==> src/rtl/top_level.sv <==
// top_level: fixed-function Hamming SECDED decode sequencer.
// Each run reads NUM_WORDS 16-bit codewords from dm1 and decodes them one at
// a time, correcting any single error. It writes back the 11-bit message
// with a 2-bit status. ir1 is present so the program image can be loaded
// and inspected, but the sequencer itself is hard-wired.

// Instruction ROM: holds the externally loaded program image in core.
module InstRom #(
  parameter int DEPTH = 1024,
  parameter int WIDTH = 9,
  parameter int AW    = 10
) (
  input  logic             clk_i,
  input  logic             loadEn_i,
  input  logic [AW-1:0]    loadAddr_i,
  input  logic [WIDTH-1:0] loadData_i,
  input  logic [AW-1:0]    addr_i,
  output logic [WIDTH-1:0] instr_o
);

  reg [WIDTH-1:0] core [0:DEPTH-1];

  // Optional in-system load port; the image normally arrives from the bench hierarchically
  always @(posedge clk_i) begin
    if (loadEn_i) core[loadAddr_i] <= loadData_i;
  end

  assign instr_o = core[addr_i];

endmodule

// Data RAM: single-port, combinational read, synchronous write, byte wide.
module DataMem #(
  parameter int DEPTH = 256,
  parameter int AW    = 8
) (
  input  logic          clk_i,
  input  logic          we_i,
  input  logic [AW-1:0] addr_i,
  input  logic [7:0]    wdata_i,
  output logic [7:0]    rdata_o
);

  reg [7:0] core [0:DEPTH-1];

  // Contents survive req so a preloaded image is still there when a run starts
  always @(posedge clk_i) begin
    if (we_i) core[addr_i] <= wdata_i;
  end

  assign rdata_o = core[addr_i];

endmodule

module top_level #(
  parameter int NUM_WORDS = 15,
  parameter int SRC_BASE  = 30,
  parameter int DST_BASE  = 0,
  parameter int DM_DEPTH  = 256,
  parameter int IR_DEPTH  = 1024,
  parameter int IR_WIDTH  = 9
) (
  input  logic clk,
  input  logic req,
  output logic done
);

  localparam int DmAw = $clog2(DM_DEPTH);
  localparam int IrAw = $clog2(IR_DEPTH);
  localparam int IdxW = (NUM_WORDS > 1) ? $clog2(NUM_WORDS) : 1;

  typedef enum logic [2:0] {
    RD_LO,
    RD_HI,
    WR_LO,
    WR_HI,
    DONE
  } state_e;

  state_e          state_q, state_d;
  logic [IdxW-1:0] wordIdx_q, wordIdx_d;
  logic [7:0]      lowByte_q, lowByte_d;
  logic [7:0]      outLo_q, outLo_d;
  logic [7:0]      outHi_q, outHi_d;

  logic [DmAw-1:0] memAddr;
  logic            memWe;
  logic [7:0]      memWdata;
  logic [7:0]      memRdata;

  logic [DmAw-1:0] srcLoAddr, srcHiAddr, dstLoAddr, dstHiAddr;
  logic            lastWord;

  logic [15:0]     codeword;
  logic [15:0]     fixedWord;
  logic [3:0]      syndrome;
  logic            parity;
  logic [1:0]      status;
  logic [10:0]     message;

  logic [IR_WIDTH-1:0] instrUnused;

  InstRom #(
    .DEPTH (IR_DEPTH),
    .WIDTH (IR_WIDTH),
    .AW    (IrAw)
  ) ir1 (
    .clk_i      (clk),
    .loadEn_i   (1'b0),
    .loadAddr_i ('0),
    .loadData_i ('0),
    .addr_i     (IrAw'(wordIdx_q)),
    .instr_o    (instrUnused)
  );

  DataMem #(
    .DEPTH (DM_DEPTH),
    .AW    (DmAw)
  ) dm1 (
    .clk_i   (clk),
    .we_i    (memWe),
    .addr_i  (memAddr),
    .wdata_i (memWdata),
    .rdata_o (memRdata)
  );

  // Byte addresses of the current word in the input and output regions
  always_comb begin
    srcLoAddr = DmAw'(SRC_BASE + 2 * int'(wordIdx_q));
    srcHiAddr = DmAw'(SRC_BASE + 2 * int'(wordIdx_q) + 1);
    dstLoAddr = DmAw'(DST_BASE + 2 * int'(wordIdx_q));
    dstHiAddr = DmAw'(DST_BASE + 2 * int'(wordIdx_q) + 1);
    lastWord  = (wordIdx_q == IdxW'(NUM_WORDS - 1));
  end

  // SECDED decode of the held low byte plus the high byte on the read port
  always_comb begin
    codeword = {memRdata, lowByte_q};
    syndrome = 4'd0;
    for (int k = 1; k < 16; k++) begin
      if (codeword[k]) syndrome = syndrome ^ 4'(k);
    end
    parity    = ^codeword;
    fixedWord = codeword;
    if (parity && (syndrome != 4'd0)) fixedWord[syndrome] = ~fixedWord[syndrome];
    if (parity)                   status = 2'b01;
    else if (syndrome != 4'd0)    status = 2'b10;
    else                          status = 2'b00;
    message = {fixedWord[15:9], fixedWord[7:5], fixedWord[3]};
  end

  // State register; req holds the sequencer at the start of word 0
  always_ff @(posedge clk or posedge req) begin
    if (req) state_q <= RD_LO;
    else     state_q <= state_d;
  end

  // Next-state: four single-access states per word, then park in DONE
  always_comb begin
    state_d = state_q;
    unique case (state_q)
      RD_LO:   state_d = RD_HI;
      RD_HI:   state_d = WR_LO;
      WR_LO:   state_d = WR_HI;
      WR_HI:   state_d = lastWord ? DONE : RD_LO;
      DONE:    state_d = DONE;
      default: state_d = RD_LO;
    endcase
  end

  // Outputs: drive the single memory port and the done flag from the state
  always_comb begin
    memAddr  = '0;
    memWe    = 1'b0;
    memWdata = 8'd0;
    done     = 1'b0;
    unique case (state_q)
      RD_LO: memAddr = srcLoAddr;
      RD_HI: memAddr = srcHiAddr;
      WR_LO: begin
        memAddr  = dstLoAddr;
        memWe    = 1'b1;
        memWdata = outLo_q;
      end
      WR_HI: begin
        memAddr  = dstHiAddr;
        memWe    = 1'b1;
        memWdata = outHi_q;
      end
      DONE:    done = 1'b1;
      default: done = 1'b0;
    endcase
  end

  // Datapath next values: capture low byte, result bytes and word index
  always_comb begin
    lowByte_d = lowByte_q;
    outLo_d   = outLo_q;
    outHi_d   = outHi_q;
    wordIdx_d = wordIdx_q;
    unique case (state_q)
      RD_LO: lowByte_d = memRdata;
      RD_HI: begin
        outLo_d = message[7:0];
        outHi_d = {status, 3'b000, message[10:8]};
      end
      WR_HI: if (!lastWord) wordIdx_d = wordIdx_q + 1'b1;
      default: wordIdx_d = wordIdx_q;
    endcase
  end

  // Datapath registers, cleared by req so an aborted run restarts at word 0
  always_ff @(posedge clk or posedge req) begin
    if (req) begin
      lowByte_q <= 8'd0;
      outLo_q   <= 8'd0;
      outHi_q   <= 8'd0;
      wordIdx_q <= '0;
    end else begin
      lowByte_q <= lowByte_d;
      outLo_q   <= outLo_d;
      outHi_q   <= outHi_d;
      wordIdx_q <= wordIdx_d;
    end
  end

endmodule

==> config.mk <==
export PLATFORM = sky130hd
export DESIGN_NAME = top_level
export DESIGN_NICKNAME = d
export VERILOG_FILES = /design/src/rtl/top_level.sv
export SDC_FILE = /design/constraint.sdc
export NUM_CORES = 1
export LEC_CHECK = 0
export ABC_AREA = 0
export BUFFER_PORTS_ARGS = -buffer_cell sky130_fd_sc_hd__buf_2
export CAP_MARGIN = 5
export CORE_AREA = 2 2 39 41
export DETAILED_ROUTE_END_ITERATION = 12
export DIE_AREA = 0 0 41 43
export PLACE_DENSITY_LB_ADDON = 0.08
export RECOVER_POWER = 25
export SYNTH_ARGS = -nofsm -noshare
export SYNTH_HDL_FRONTEND = slang
export SYNTH_HIERARCHICAL = 1
export SYNTH_SLANG_ARGS = --single-unit
==> constraint.sdc <==
create_clock -name clk -period 1.4 [get_ports clk]
set_clock_uncertainty 0.1 [all_clocks]
set_input_delay 0.07 -clock clk [delete_from_list [all_inputs] [get_ports clk]]
set_output_delay 0.07 -clock clk [all_outputs]
set_load 0.01 [all_outputs]
==> summary.json, run 1 <==
{
  "setup_path": {
    "data_required_time_at_the_worst_endpoint_ns": 1.44,
    "critical_path.cell_chain": "inv_2, ha_2, nand3_1, and2_1, xnor2_1",
    "worst_r2r_endpoint": "wordIdx_q[0]",
    "wp_buf_inv": 1,
    "critical_path_depth": 5,
    "slowest_delay_ns": 0.41,
    "r2r_start": "wordIdx_q[0]",
    "end_kind": "flop",
    "critical-path-slowest-cell": "sky130_fd_sc_hd__dfrtp_1",
    "critPathMaxFanout": 3,
    "ff2ff_path_depth": 5,
    "path_class": "reg2reg",
    "startpoint_type": "flop",
    "startpoint": "wordIdx_q[0]",
    "crit_path_end": "wordIdx_q[0]",
    "reg2reg_setup_slack_ns": 0.07,
    "critPathArrivalTime_ns": 1.37,
    "cpLargestDelayFamily": "flip-flops"
  },
  "timing": {
    "slew_headroom_pct": 81.7,
    "timing_hold_violations_final": 0,
    "rsz0062_at_grt": "false",
    "setup-violations-final": 0,
    "worst-slew-pin-transition_ns": 0.274,
    "finalWorstPathRequiredPeriod_ns": 1.33,
    "fmax_ghz": 0.751,
    "final.period_utilization_pct": 95.1,
    "report.final.slew_viol_count": 0,
    "timing.setup.tns_ns": 0
  },
  "layout": {
    "finalInstanceArea_sq_um": 402,
    "final.fill_count": 149,
    "share_of_post_route_cells_with_drive_strength_above_1_pct": 31.4,
    "seqCellArea_sq_um": 175,
    "insertedDiodeCount": 0,
    "nNetsFinal": 40,
    "layout_commonest_cell": "sky130_fd_sc_hd__dfrtp_1",
    "layout.cells.most_common_list": "7 x sky130_fd_sc_hd__dfrtp_1, 3 x sky130_fd_sc_hd__xnor2_1, 3 x sky130_fd_sc_hd__clkbuf_4",
    "multi_input_logic_area_sq_um": 144,
    "fin_cells": 51,
    "syn2layout_area_growth_pct": 25.9
  },
  "placed_design": {
    "instance_area_at_placement_sq_um": 357,
    "placed_cells": 46,
    "port_buffers": 2,
    "place_congestion": 0.736,
    "dp_hpwl_um": 430
  },
  "route": {
    "via_count": 227,
    "wirelength_um": 590,
    "detail-route-antenna-nets": 0,
    "routed_wire_length_per_instance_um": 11.6,
    "via_per_inst": 4.45,
    "drc": 0,
    "initialDrtViolationCount": 3,
    "detail_route.first_pass.iterations": 2
  },
  "synthesis": {
    "yosysTopAreaCellShare_pct": 54.9,
    "synth_warnings": 6,
    "mapped_cell_area_sq_um": 319,
    "synth-seq-area-share_pct": 54.9,
    "syn-mean-instance-area_sq_um": 11.8,
    "synthDistinctLibCells": 14,
    "synth-seq-cells": 7,
    "total_nets_after_synthesis": 31,
    "synth.area.top_cells": "sky130_fd_sc_hd__dfrtp_1 55%, sky130_fd_sc_hd__xnor2_1 8.2%, sky130_fd_sc_hd__ha_1 7.8%, sky130_fd_sc_hd__mux2_1 3.5%, sky130_fd_sc_hd__a21oi_1 3.1%",
    "post-synth-top-area-cell": "sky130_fd_sc_hd__dfrtp_1",
    "synth_cells": 27
  },
  "power": {
    "powerDensity_nw_per_um2": 990,
    "p_leak_nw": 0.187,
    "peakVddDrop_mv": 0.474
  },
  "grt": {
    "grt_antenna_before_repair": 0,
    "globalRoute.totalOverflow": 0,
    "first_global_vias": 230,
    "grt_usage_pct": 8.90,
    "global_route_wire_length_before_repair_um": 924,
    "maximum_number_of_pins_on_one_net_before_global_route_repair": 8
  },
  "floorplanning": {
    "placement_rows": 14,
    "fp.dieW_um": 41,
    "boundary_pin_count": 3,
    "die_area_sq_um": 1760,
    "core_area_sq_um": 1380,
    "die_h_um": 43,
    "start_util_pct": 23.1
  },
  "hold_path": {
    "hold_class": "in2async"
  },
  "clock_network": {
    "cts_num_sinks": 7,
    "cts_tree": "yes",
    "cts_max_level": 1,
    "cts-buffers-inserted": 3,
    "clock_insertion_delay_worst_skew_ns": 0.25,
    "cts.clk_slew.worst_paths_ns": 0.06,
    "cts-root-buf": "sky130_fd_sc_hd__clkbuf_4",
    "clock_tree.buffer_depth": 2
  },
  "outcome": {
    "status": "finished, final reports clean"
  },
  "run": {
    "cap_violations": 0
  }
}
[cells in the mapped netlist (all sizes together)]
cell type,n
a21oi,2
a41o,1
and2,1
and3b,1
dfrtp,7
ha,2
inv,2
mux2,1
nand2b,1
nand3,2
nand4,1
nor2,2
nor3b,1
xnor2,3
[tightest hold or removal path: cells and delay by family]
family	cells	cell delay [ns]
buffers and inverters	3	0.85
[layout make-up]
type,count,area share [%]
clock buffer,3,5.61
clock inverter,1,1.25
sequential,7,43.6
inverter,2,1.87
multi-input combinational,18,35.8
timing repair buffer,4,6.85
tap,16,4.98
[layer usage]
layer / vias up / global-route usage [%] / wire [um]
met5: - / 0 / 0
li1: 108 / - / -
met3: 0 / 9.42 / 40
met1: 113 / 9.54 / 264
met2: 6 / 11.9 / 285
met4: 0 / 2.00 / 0
[metrics by stage]
stage                     hold WS [ns]  util, %  total power [W]  setup slack, ns
final                            0.183     29.0         0.000398           0.0683
after global routing             0.214     29.0         0.000423          0.00611
after CTS                        0.189     28.5         0.000410           0.0382
after detailed placement       -0.0821     25.8         0.000212           0.0543
after global placement         -0.0836     25.8         0.000212           0.0686
after floorplan                 -0.227        -         0.000209            0.139
[where the power goes]
group	leakage, nW	total [W]	switching [W]	internal [W]
sequential	0.0833	0.000202	0	0.000202
combinational	0.0855	0.00000738	0.00000441	0.00000297
clock	0.0177	0.000188	0.0000832	0.000105
total	0.187	0.000398	0.0000876	0.000310
[registers in the layout, indices dropped and copies added, names as in the netlist]
register   count
wordIdx_q      4
state_q        3
[how the worst min path moves through the flow]
stage | from | cells past startpoint | to | slack, ns
floorplan | req | 1 | state_q[0] | -0.23
global placement | req | 2 | wordIdx_q[3] | -0.08
detailed placement | req | 2 | wordIdx_q[1] | -0.08
CTS | req | 3 | wordIdx_q[1] | 0.19
global route | req | 3 | wordIdx_q[1] | 0.21
finish | req | 3 | wordIdx_q[3] | 0.18
[cells by family (layout without fill, tap and decap cells)]
kind of cell,count (synthesis),in the layout,synth area share [%]
buffers and inverters,2,10,2.35
multiplexers,1,1,3.53
flip-flops,7,7,54.9
AND/OR/NAND/NOR,9,9,16.9
adder cells (fa/ha/maj),2,2,7.84
XOR/XNOR,3,3,8.24
AO/OA/AOI/OAI,3,3,6.27
[repair_timing]
action                     in CTS  in global routing
hold buffers                    1                  0
resized for setup               0                  3
setup buffers                   0                  0
hold endpoints to repair        7                  0
setup endpoints to repair       0                  3
Power figures use the tool's default switching activity.
==> inputs of run 2 (changes only) <==
--- a/config.mk
+++ b/config.mk
@@ -7,10 +7,13 @@
 export LEC_CHECK = 0
 export ABC_AREA = 0
 export BUFFER_PORTS_ARGS = -buffer_cell sky130_fd_sc_hd__buf_2
-export CAP_MARGIN = 5
+export CAP_MARGIN = 25
+export CELL_PAD_IN_SITES_DETAIL_PLACEMENT = 0
+export CELL_PAD_IN_SITES_GLOBAL_PLACEMENT = 1
 export CORE_AREA = 2 2 39 41
 export DETAILED_ROUTE_END_ITERATION = 12
 export DIE_AREA = 0 0 41 43
+export GPL_TIMING_DRIVEN = 0
 export PLACE_DENSITY_LB_ADDON = 0.08
 export RECOVER_POWER = 25
 export SYNTH_ARGS = -nofsm -noshare
==> run 2 against run 1 <==
  * Clock power down 5%
  * Sequential power about the same
  * Register-to-register slack about the same
  * Count of clock-buffer cells in the layout up 1
  * Core utilization up 0.090 points
  * Sequential cell count unchanged
  * Largest power group unchanged
==> summary.json, run 2 (synthesized netlist as in run 1, its figures left out) <==
{
  "timing": {
    "fmax_ghz": 0.759,
    "timing.setup.tns_ns": 0,
    "finalWorstSetupSlack_ns": 0.0830,
    "rsz0062_at_grt": "false",
    "final.period_utilization_pct": 94.1,
    "timing_hold_violations_final": 0,
    "setup-violations-final": 0,
    "slew_headroom_pct": 81.7,
    "report.final.slew_viol_count": 0,
    "worst-slew-pin-transition_ns": 0.273,
    "finalWorstPathRequiredPeriod_ns": 1.32
  },
  "grt": {
    "globalRoute.totalOverflow": 0,
    "first_global_vias": 213,
    "grt_antenna_before_repair": 0,
    "global_route_wire_length_before_repair_um": 883,
    "grt_usage_pct": 7.99,
    "maximum_number_of_pins_on_one_net_before_global_route_repair": 8
  },
  "power": {
    "powerDensity_nw_per_um2": 965,
    "p_leak_nw": 0.185,
    "peakVddDrop_mv": 0.325
  },
  "setup_path": {
    "startpoint_type": "flop",
    "path_class": "reg2reg",
    "critPathArrivalTime_ns": 1.34,
    "data_required_time_at_the_worst_endpoint_ns": 1.43,
    "critical-path-slowest-cell": "sky130_fd_sc_hd__dfrtp_1",
    "critical_path.cell_chain": "and3b_2, nand4_1, mux2_1",
    "critPathMaxFanout": 5,
    "end_kind": "flop",
    "slowest_delay_ns": 0.38,
    "wp_buf_inv": 0,
    "reg2reg_setup_slack_ns": 0.08,
    "cpLargestDelayFamily": "simple AND/OR/NAND/NOR gates"
  },
  "layout": {
    "nNetsFinal": 40,
    "largest_register_ff_count": 4,
    "leading_registers_by_flop_count": "wordIdx_q x4, state_q x3",
    "final_core_util_pct": 29.1,
    "fin_cells": 51,
    "most_flop_heavy_register": "wordIdx_q",
    "insertedDiodeCount": 0,
    "layout_commonest_cell": "sky130_fd_sc_hd__dfrtp_1",
    "final.fill_count": 151,
    "layout.cells.most_common_list": "7 x sky130_fd_sc_hd__dfrtp_1, 3 x sky130_fd_sc_hd__xnor2_1, 3 x sky130_fd_sc_hd__clkbuf_4",
    "share_of_post_route_cells_with_drive_strength_above_1_pct": 31.4,
    "syn2layout_area_growth_pct": 26.3
  },
  "clock_network": {
    "cts-root-buf": "sky130_fd_sc_hd__clkbuf_4",
    "cts.clk_slew.worst_paths_ns": 0.05,
    "clock_insertion_delay_worst_skew_ns": 0.24,
    "cts-buffers-inserted": 3,
    "cts_max_level": 1,
    "cts_tree": "yes",
    "clock_tree.buffer_depth": 2,
    "cts_num_sinks": 7
  },
  "floorplanning": {
    "start_util_pct": 23.1,
    "die_h_um": 43,
    "boundary_pin_count": 3,
    "fp.dieW_um": 41,
    "die_area_sq_um": 1760,
    "core_area_sq_um": 1380,
    "placement_rows": 14
  },
  "route": {
    "via_count": 216,
    "drc": 0,
    "wirelength_um": 516,
    "detail_route.first_pass.iterations": 4,
    "via_per_inst": 4.24,
    "initialDrtViolationCount": 7,
    "detail-route-antenna-nets": 0,
    "routed_wire_length_per_instance_um": 10.1
  },
  "run": {
    "cap_violations": 0
  },
  "outcome": {
    "status": "finished, final reports clean"
  },
  "placed_design": {
    "port_buffers": 2,
    "place_congestion": 0.624,
    "placed_cells": 45,
    "place_ws_ns": 0.0426,
    "dp_hpwl_um": 375
  },
  "hold_path": {
    "hold_class": "in2async"
  }
}
run 2: cell types whose count changed in the layout (fill, tap and decap cells not counted), sizes merged:
cell    before  now
clkinv       1    0
clkbuf       3    4
run 2: path summary, 6_finish.rpt:
check	start	end	cells past startpoint
setup / recovery	state_q[2]	wordIdx_q[3]	3
hold / removal	req	state_q[2]	3
setup reg to reg	state_q[2]	wordIdx_q[3]	3
hold reg to reg	state_q[0]	state_q[0]	1
max in group asynchronous	req	wordIdx_q[1]	3
min in group clk	state_q[0]	state_q[0]	1
run 2: routing by layer:
layer	vias to the layer above	global-route usage [%]	part of all wire [%]
met3	2	3.14	6.6
li1	108	-	-
met5	-	0	0
met1	101	11.5	49
met4	0	8.00	0.78
met2	5	8.13	43
run 2: per-stage QoR:
step           power, W  area (sq um)  hold slack, ns
3_3_place_gp   0.000212           349         -0.0850
2_1_floorplan  0.000209           319          -0.227
4_1_cts        0.000398           385           0.193
6_report       0.000389           403           0.192
5_1_grt        0.000411           403           0.236
3_5_place_dp   0.000212           349         -0.0853
run 2: layout make-up:
type | count | area [sq um] | share of cell area, %
clock buffer | 4 | 26.3 | 6.52
inverter | 2 | 7.51 | 1.86
multi-input combinational | 18 | 146 | 36.3
tap | 16 | 20.0 | 4.97
sequential | 7 | 175 | 43.5
timing repair buffer | 4 | 27.5 | 6.83
run 2: tightest hold or removal path, delay by kind of cell:
| family | cells | cell delay [ns] |
|---|---|---|
| buffers and inverters | 3 | 0.86 |
run 2: repair_timing:
item / 4_1_cts / 5_1_grt
hold buffers: 1 / 0
setup buffers: 0 / 1
endpoints found under the setup margin: 0 / 3
resized for setup: 0 / 4
hold endpoints to repair: 7 / 0
run 2: power by group:
part	leakage [nW]	internal (W)	switching, W
logic	0.0871	0.00000298	0.00000435
clock network	0.0150	0.000108	0.0000703
registers	0.0833	0.000203	0
==> inputs of run 3 (changes only) <==
--- a/config.mk
+++ b/config.mk
@@ -6,7 +6,7 @@
 export NUM_CORES = 1
 export LEC_CHECK = 0
 export ABC_AREA = 0
-export BUFFER_PORTS_ARGS = -buffer_cell sky130_fd_sc_hd__buf_2
+export BUFFER_PORTS_ARGS = -buffer_cell sky130_fd_sc_hd__clkbuf_2
 export CAP_MARGIN = 25
 export CELL_PAD_IN_SITES_DETAIL_PLACEMENT = 0
 export CELL_PAD_IN_SITES_GLOBAL_PLACEMENT = 1
==> run 3 against run 2 <==
  * Sequential power barely moved
  * Fmax down 2.6%
  * Worst setup slack got worse by 0.035 ns
  * Critical endpoint unchanged
  * First-iteration DRC count decreased by 71%
  * Global-route usage grew 0.20 points
  * Combinational power rose by 3%
  * Final area is 2.5% lower
==> summary.json, run 3 (synthesized netlist as in run 1, its figures left out) <==
{
  "outcome": {
    "status": "finished, final reports clean"
  },
  "route": {
    "drc": 0,
    "wirelength_um": 568,
    "via_per_inst": 4.30,
    "initialDrtViolationCount": 2,
    "detail_route.first_pass.iterations": 2,
    "via_count": 215,
    "routed_wire_length_per_instance_um": 11.4,
    "detail-route-antenna-nets": 0
  },
  "floorplanning": {
    "die_area_sq_um": 1760,
    "boundary_pin_count": 3,
    "core_area_sq_um": 1380,
    "die_h_um": 43,
    "start_util_pct": 23.1,
    "fp.dieW_um": 41,
    "placement_rows": 14
  },
  "layout": {
    "leading_registers_by_flop_count": "wordIdx_q x4, state_q x3",
    "final.fill_count": 156,
    "share_of_post_route_cells_with_drive_strength_above_1_pct": 26.5,
    "most_flop_heavy_register": "wordIdx_q",
    "layout_commonest_cell": "sky130_fd_sc_hd__dfrtp_1",
    "syn2layout_area_growth_pct": 23.1,
    "largest_register_ff_count": 4,
    "multi_input_logic_area_sq_um": 144,
    "nNetsFinal": 39,
    "seqCellArea_sq_um": 175,
    "fin_cells": 50,
    "insertedDiodeCount": 0,
    "layout.cells.most_common_list": "7 x sky130_fd_sc_hd__dfrtp_1, 3 x sky130_fd_sc_hd__xnor2_1, 3 x sky130_fd_sc_hd__clkbuf_4",
    "finalInstanceArea_sq_um": 393
  },
  "setup_path": {
    "reg2reg_setup_slack_ns": 0.05,
    "startpoint": "state_q[2]",
    "critPathMaxFanout": 5,
    "startpoint_type": "flop",
    "end_kind": "flop",
    "data_required_time_at_the_worst_endpoint_ns": 1.43,
    "path_class": "reg2reg",
    "r2r_start": "state_q[2]",
    "critPathArrivalTime_ns": 1.38
  },
  "timing": {
    "worst-slew-pin-transition_ns": 0.297,
    "final.period_utilization_pct": 96.6,
    "finalWorstPathRequiredPeriod_ns": 1.35,
    "timing_hold_violations_final": 0,
    "slew_headroom_pct": 80.1,
    "setup-violations-final": 0,
    "fmax_ghz": 0.740,
    "timing.setup.tns_ns": 0,
    "report.final.slew_viol_count": 0,
    "rsz0062_at_grt": "false"
  },
  "run": {
    "cap_violations": 0
  },
  "grt": {
    "maximum_number_of_pins_on_one_net_before_global_route_repair": 8,
    "global_route_wire_length_before_repair_um": 897,
    "globalRoute.totalOverflow": 0,
    "grt_usage_pct": 8.19,
    "first_global_vias": 216,
    "grt_antenna_before_repair": 0
  },
  "clock_network": {
    "clock_insertion_delay_worst_skew_ns": 0.25,
    "cts-root-buf": "sky130_fd_sc_hd__clkbuf_4",
    "cts_num_sinks": 7,
    "cts.clk_slew.worst_paths_ns": 0.05,
    "cts_max_level": 1,
    "cts_tree": "yes",
    "clock_tree.buffer_depth": 2,
    "cts_setup_buffers": 0,
    "cts-buffers-inserted": 3
  },
  "power": {
    "p_leak_nw": 0.178,
    "peakVddDrop_mv": 0.304,
    "report.power.total_w": 0.000391,
    "powerDensity_nw_per_um2": 995
  },
  "placed_design": {
    "dp_hpwl_um": 421,
    "placed_cells": 45,
    "instance_area_at_placement_sq_um": 349,
    "port_buffers": 2,
    "place_congestion": 0.622
  },
  "hold_path": {
    "hold_class": "in2async"
  }
}
==> run 3: cell types whose count changed in the layout (fill, tap and decap cells not counted) <==
| cell | before | now |
|---|---|---|
| sky130_fd_sc_hd__and2_4 | 1 | 0 |
| sky130_fd_sc_hd__clkbuf_2 | 0 | 2 |
| sky130_fd_sc_hd__and2_1 | 0 | 1 |
| sky130_fd_sc_hd__buf_2 | 2 | 0 |
| sky130_fd_sc_hd__buf_4 | 1 | 0 |
==> run 3: final timing paths <==
kind,depth (start not counted),to
setup reg to reg,3,wordIdx_q[3]
min in group clk,1,state_q[0]
hold / removal,3,state_q[0]
setup / recovery,3,wordIdx_q[3]
hold reg to reg,1,state_q[0]
max in group asynchronous,3,wordIdx_q[1]
==> run 3: layout make-up <==
cell class                 instances  share of cell area, %
inverter                           2                   1.91
multi-input combinational         18                   36.6
clock buffer                       4                   6.69
tap                               16                   5.10
timing repair buffer               3                   5.10
sequential                         7                   44.6
==> run 3: through the flow <==
stage | utilization, % | setup WS [ns] | hold slack (ns)
2_1_floorplan | - | 0.139 | -0.227
3_3_place_gp | 25.2 | 0.0278 | -0.102
3_5_place_dp | 25.2 | 0.0455 | -0.0972
4_1_cts | 27.8 | 0.0263 | 0.183
5_1_grt | 28.4 | 0.000147 | 0.219
6_report | 28.4 | 0.0480 | 0.182
==> run 3: critical path, stage by stage (launching register included) <==
cell and delay (ns):
sky130_fd_sc_hd__dfrtp_1 0.40, sky130_fd_sc_hd__and3b_2 0.29, sky130_fd_sc_hd__nand4_1 0.12, sky130_fd_sc_hd__mux2_1 0.32
==> run 3: timing repair <==
action | 4_1_cts | 5_1_grt
resized for setup | 0 | 3
hold buffers | 1 | 0
hold endpoints to repair | 7 | 0
setup endpoints to repair | 0 | 2
==> run 3: power breakdown <==
part / total [W] / switching, W / internal [W]
logic: 0.00000752 / 0.00000454 / 0.00000298
clock network: 0.000181 / 0.0000721 / 0.000109
registers: 0.000203 / 0 / 0.000203
total: 0.000391 / 0.0000766 / 0.000314
==> run 3: layer usage <==
metal / track usage (%) / vias up / share of wire, %
met1: 10.2 / 102 / 45
li1: - / 108 / -
met3: 3.14 / 2 / 3.5
met2: 10.0 / 3 / 49
met4: 8.00 / 0 / 1.6
met5: 0 / - / 0
